<file path="config.mk">
export PLATFORM = sky130hd
export DESIGN_NAME = z80_console_fifo
export DESIGN_NICKNAME = d
export VERILOG_FILES = /design/src/rtl/z80_console_fifo.sv
export SDC_FILE = /design/constraint.sdc
export NUM_CORES = 1
export LEC_CHECK = 0
export ABC_AREA = 1
export BUFFER_PORTS_ARGS = -buffer_cell sky130_fd_sc_hd__buf_2
export CAP_MARGIN = 20
export CORE_MARGIN = 8
export CORE_UTILIZATION = 50
export CTS_CLUSTER_SIZE = 28
export DETAILED_ROUTE_END_ITERATION = 6
export PLACE_DENSITY = 0.77
export SETUP_SLACK_MARGIN = 0.3
export SLEW_MARGIN = 30
export SYNTH_ARGS = -nofsm -noshare
export SYNTH_HDL_FRONTEND = slang
export SYNTH_SLANG_ARGS = --single-unit
</file>
<file path="constraint.sdc">
create_clock -name clk -period 4.9 [get_ports clk]
set_clock_uncertainty 0.2 [all_clocks]
set_input_delay 0.98 -clock clk [delete_from_list [all_inputs] [get_ports clk]]
set_output_delay 0.98 -clock clk [all_outputs]
set_load 0.05 [all_outputs]
</file>
<file path="src/rtl/z80_console_fifo.sv">
// Buffered console channel: Z80 OUTs fill a TX FIFO drained by the RISC-V,
// RISC-V writes fill an RX FIFO consumed by Z80 INs; the Z80 waits only when its FIFO cannot serve it.
module z80_console_fifo #(
    parameter int          DEPTH_LOG2 = 4,
    parameter logic [7:0]  STAT_PORT  = 8'h00,
    parameter logic [7:0]  DATA_PORT  = 8'h01
) (
    input  logic       clk,
    input  logic       resetn,
    input  logic       z80_iord,
    input  logic       z80_iowr,
    input  logic [7:0] z80adr,
    input  logic [7:0] z80do,
    output logic [7:0] z80di,
    output logic       z80_io_ready,
    output logic       z80_io_hit,
    input  logic       io_valid,
    input  logic [3:0] rv_adr,
    input  logic [7:0] rv_wdata,
    input  logic       rv_wstr,
    output logic [7:0] rv_rdata,
    output logic       irq,
    output logic [1:0] dbg_state
);

    localparam int CW = DEPTH_LOG2 + 1;
    localparam int DEPTH = 1 << DEPTH_LOG2;
    localparam logic [CW-1:0] DEPTH_C = CW'(DEPTH);

    typedef enum logic [1:0] {
        IDLE   = 2'd0,
        STALL  = 2'd1,
        ACTIVE = 2'd2
    } z_state_t;

    z_state_t state;
    z_state_t state_next;

    // TX FIFO: Z80 -> RISC-V
    logic [7:0]            tx_mem [DEPTH];
    logic [DEPTH_LOG2-1:0] tx_wptr;
    logic [DEPTH_LOG2-1:0] tx_rptr;
    logic [CW-1:0]         tx_count;
    logic                  tx_full;
    logic                  tx_empty;
    logic                  tx_push;
    logic                  tx_pop;

    // RX FIFO: RISC-V -> Z80
    logic [7:0]            rx_mem [DEPTH];
    logic [DEPTH_LOG2-1:0] rx_wptr;
    logic [DEPTH_LOG2-1:0] rx_rptr;
    logic [CW-1:0]         rx_count;
    logic                  rx_full;
    logic                  rx_empty;
    logic                  rx_push;
    logic                  rx_pop;
    logic                  rx_drop;

    logic strobe;
    logic is_stat;
    logic is_data;
    logic blocked;
    logic take;
    logic acc_data_rd;

    logic io_valid_d;
    logic rv_fire;
    logic rv_rd;
    logic rv_wr;
    logic stat_rd;
    logic overflow;
    logic irq_en;

    assign tx_full  = (tx_count == DEPTH_C);
    assign tx_empty = (tx_count == '0);
    assign rx_full  = (rx_count == DEPTH_C);
    assign rx_empty = (rx_count == '0);

    // ---------------- Z80 side decode ----------------
    assign strobe     = z80_iord | z80_iowr;
    assign is_stat    = (z80adr == STAT_PORT);
    assign is_data    = (z80adr == DATA_PORT);
    assign z80_io_hit = strobe && (is_stat || is_data);

    // A TX pop landing this cycle frees the slot the stalled write needs.
    assign blocked = strobe && is_data &&
                     ((z80_iowr && tx_full && !tx_pop) || (z80_iord && rx_empty));

    always_ff @(posedge clk or negedge resetn) begin
        if (!resetn) begin
            state <= IDLE;
        end else begin
            state <= state_next;
        end
    end

    always_comb begin
        state_next = state;
        case (state)
            IDLE: begin
                if (z80_io_hit) begin
                    state_next = blocked ? STALL : ACTIVE;
                end
            end
            STALL: begin
                if (!strobe) begin
                    state_next = IDLE;
                end else if (!blocked) begin
                    state_next = ACTIVE;
                end
            end
            ACTIVE: begin
                if (!strobe) begin
                    state_next = IDLE;
                end
            end
            default: state_next = IDLE;
        endcase
    end

    always_comb begin
        take         = 1'b0;
        tx_push      = 1'b0;
        rx_pop       = 1'b0;
        z80_io_ready = 1'b1;
        case (state)
            IDLE: begin
                take         = z80_io_hit && !blocked;
                tx_push      = take && z80_iowr && is_data;
                z80_io_ready = !blocked;
            end
            STALL: begin
                take         = strobe && !blocked;
                tx_push      = take && z80_iowr && is_data;
                z80_io_ready = 1'b0;
            end
            ACTIVE: begin
                rx_pop = !strobe && acc_data_rd && !rx_empty;
            end
            default: ;
        endcase
    end

    assign dbg_state = state;

    // Remembers whether the access in flight must consume an RX byte when it ends.
    always_ff @(posedge clk or negedge resetn) begin
        if (!resetn) begin
            acc_data_rd <= 1'b0;
        end else if (take) begin
            acc_data_rd <= z80_iord && is_data;
        end
    end

    always_comb begin
        if (is_stat) begin
            z80di = {6'b0, !tx_full, !rx_empty};
        end else if (is_data) begin
            z80di = rx_mem[rx_rptr];
        end else begin
            z80di = 8'hFF;
        end
    end

    // ---------------- RISC-V side ----------------
    assign rv_fire = io_valid && !io_valid_d;
    assign rv_rd   = rv_fire && !rv_wstr;
    assign rv_wr   = rv_fire && rv_wstr;
    assign tx_pop  = rv_rd && (rv_adr == 4'd0) && !tx_empty;
    assign rx_push = rv_wr && (rv_adr == 4'd2) && !rx_full;
    assign rx_drop = rv_wr && (rv_adr == 4'd2) && rx_full;
    assign stat_rd = rv_rd && (rv_adr == 4'd3);

    always_ff @(posedge clk or negedge resetn) begin
        if (!resetn) begin
            io_valid_d <= 1'b0;
            overflow   <= 1'b0;
            irq_en     <= 1'b0;
            irq        <= 1'b0;
            rv_rdata   <= 8'h00;
        end else begin
            io_valid_d <= io_valid;
            irq        <= irq_en && !tx_empty;
            if (rx_drop) begin
                overflow <= 1'b1;
            end else if (stat_rd) begin
                overflow <= 1'b0;
            end
            if (rv_wr && (rv_adr == 4'd4)) begin
                irq_en <= rv_wdata[0];
            end
            if (rv_rd) begin
                case (rv_adr)
                    4'd0:    rv_rdata <= tx_empty ? 8'h00 : tx_mem[tx_rptr];
                    4'd1:    rv_rdata <= {7'(tx_count), !tx_empty};
                    4'd3:    rv_rdata <= {5'b0, overflow, rx_full, rx_empty};
                    4'd4:    rv_rdata <= {7'b0, irq_en};
                    default: rv_rdata <= 8'h00;
                endcase
            end
        end
    end

    // ---------------- FIFO storage and pointers ----------------
    always_ff @(posedge clk) begin
        if (tx_push) begin
            tx_mem[tx_wptr] <= z80do;
        end
        if (rx_push) begin
            rx_mem[rx_wptr] <= rv_wdata;
        end
    end

    always_ff @(posedge clk or negedge resetn) begin
        if (!resetn) begin
            tx_wptr  <= '0;
            tx_rptr  <= '0;
            tx_count <= '0;
            rx_wptr  <= '0;
            rx_rptr  <= '0;
            rx_count <= '0;
        end else begin
            if (tx_push) tx_wptr <= tx_wptr + 1'b1;
            if (tx_pop)  tx_rptr <= tx_rptr + 1'b1;
            if (rx_push) rx_wptr <= rx_wptr + 1'b1;
            if (rx_pop)  rx_rptr <= rx_rptr + 1'b1;
            tx_count <= tx_count + CW'(tx_push) - CW'(tx_pop);
            rx_count <= rx_count + CW'(rx_push) - CW'(rx_pop);
        end
    end

endmodule

</file>
==> reports/summary.txt <==
Outcome - complete, no violations
Core footprint - 25,760 um^2
Primary FF master, synth - edfxtp_1
Setup crit end kind - primary output
Critical Path RT - 3.72 ns
Post-CTS Setup Bufs - 0
Clock transition at the registers of the reported paths - 0.06 ns
IO Pins - 55
RSZ-0062 raised after global routing - no
Initial antenna violation count - 0
Post-synth ARST share - 13.80%
Register area - 8717 um^2
Fin. max-slew vios - 0
Fillers - 2,073
Yosys reg bits - 297
Mean post-synth cell area - 10.79 um^2
Setup_tns - 0 ns
Die width - 176.9 um
Final Critical Period - 3.956 ns
Final Cycle Share - 80.73%
Post-synthesis instance total - 1,200
Hold_buf cts - 0
Worst r2r src - tx_count[3]
Grt ovf - 0
Total of max-cap violations - 0
First drt pass iteration count - 5
Synthesized netlist net count - 1,258
Via Count - 8,755
Reg2reg setup slack - 1.66 ns
Share of cells above drive strength 1 - 8.812%
CTS sink count - 297
CTS resizes - 0
Most common cell in the netlist - edfxtp_1
Final #Nets - 1,305
FF-to-FF path depth - 16
Peak supply drop - 0.3222 mV
Hold Crit Class - in -> async
Crit Reg-Reg Endpoint - tx_count[4]
Vias/cell - 5.451
Port-buffer cells - 54
First-pass GRT wire length - 44.91 mm
Core Util, Final - 55.93%
Vias in the first global route - 8,638
Footprint of the multi-input gates - 3481 um^2
Largest net degree at the start of global routing - 68
CTS H-tree depth - 1
Worst rel slew slack - 36.55%
Antenna cells - 0
GP Congestion - 0.8247
CP max FO - 46
Clk buf depth - 3
Clock insertion delay at the later pin of the skew report - 0.56 ns
Largest cells by area after synthesis - edfxtp_1 59%, dfrtp_1 7.9%, nand2_1 7.0%
Post-Route WL - 28.38 mm
Dpl hpwl - 17.84 mm
CTS tree - yes
Detailed Route Iter0 Violations - 886
Pwr dens - 403.9 nW/um^2
Final setup viols - 0
Commonest cells in the netlist - 256 x edfxtp_1, 240 x nand2_1, 153 x nor2_1
CP arrival - 2.78 ns
Die height - 176.9 um
Crit path launch type - flop
Effective utilization at floorplan - 50.24%
Root Driver - clkbuf_16
Number of flops mapped to enable cells by yosys - 256
Top cell type's share of synthesized area - 59.39%
Final Hold Vio Count - 0
Yosys warning count - 0
FMAX - 252.8 MHz
Rows - 59
Worst slew pin tran - 0.9482 ns
Leakage power - 5.679 nW
Synth cell types - 29
Mapped cell area - 12,940 um^2
Die area - 31,290 um^2
Yosys top cell by area - edfxtp_1
ANT nets after route - 0
GRT Util Overall - 18.04%
Area growth, synth to finish - 11.33%
DRC - 0
Post-synthesis sequential area ratio - 67.32%
Total CTS buffers - 31
DR WL/cell - 17.67 um
Crit Path Class - reg -> out
## area by class of cell
class,count,area share (%)
tap,335,2.909
inverter,144,3.760
multi-input combinational,710,24.16
timing repair buffer,63,2.449
clock inverter,18,0.6425
sequential,297,60.49
clock buffer,39,5.592
## power breakdown
part	switching, mW	leakage, nW	internal (mW)
sequential	0.0692	2.79	2.82
combinational	0.585	2.45	0.262
clock	0.926	0.438	1.16
total	1.58	5.68	4.24
## worst max-delay path by stage
stage	start	to	cells after the start
after floorplan	z80adr[2]	z80_io_hit	5
after global placement	z80adr[7]	tx_count[4]	14
after detailed placement	z80adr[7]	tx_count[4]	14
after CTS	rx_rptr[0]	z80di[7]	9
after global routing	rx_rptr[0]	z80di[2]	9
final	rx_rptr[0]	z80di[6]	9
## cells by family after synthesis
group / after synthesis / synth area share [%]
compound gates: 126 / 5.587
fa+ha+maj: 24 / 2.436
simple gates: 541 / 17.58
flops: 297 / 67.32
xor+xnor: 19 / 1.286
buf+inv: 193 / 5.790
## flip-flops by register name, indices dropped and copies added (netlist names), 2 cells and up
name,count
rx_mem,128
tx_mem,128
rv_rdata,8
rx_count,5
tx_count,5
rx_rptr,4
rx_wptr,4
tx_rptr,4
tx_wptr,4
dbg_state,2
## cell usage in the layout, fill, tap and decap left out, types with 16 or more instances in the layout
master	Yosys	routed
buf_2	20	53
clkbuf_16	0	31
clkinv_1	6	18
dfrtp_1	41	38
edfxtp_1	256	256
ha_1	22	22
inv_1	135	135
nand2_1	240	240
nand3_1	121	121
nand4_1	16	16
nor2_1	153	153
o211ai_1	36	36
o21ai_0	82	82
xor2_1	17	17
## worst max-delay path: stages, from the launching register on
cell	delay, ns
dfrtp_2	0.40
inv_1	0.49
buf_12	0.29
nor2_1	0.06
o211ai_1	0.28
nand3_1	0.18
nand3_1	0.11
nand2_1	0.05
inv_1	0.05
buf_2	0.25
## stage by stage
step	hold WS [ns]	setup slack, ns	area (um^2)	std cells	power [mW]
detailed placement	0.2561	1.097	13510	1549	3.777
finish	0.1916	0.9444	14410	1606	5.821
global route	0.2170	0.7585	14410	1606	6.070
CTS	0.2701	0.9638	14410	1606	5.851
global placement	0.2514	1.243	13510	1549	3.751
floorplan	0.2361	1.157	12940	1200	3.521
## layer usage
| metal | up-vias | part of all wire (%) | track usage, % |
|---|---|---|---|
| li1 | 4149 | - | - |
| met1 | 4189 | 40 | 23.04 |
| met2 | 359 | 49 | 30.64 |
| met3 | 58 | 7.4 | 3.200 |
| met4 | 0 | 2.6 | 6.095 |
| met5 | - | 0 | 0 |
No activity file was read; power rests on OpenSTA's default activity.
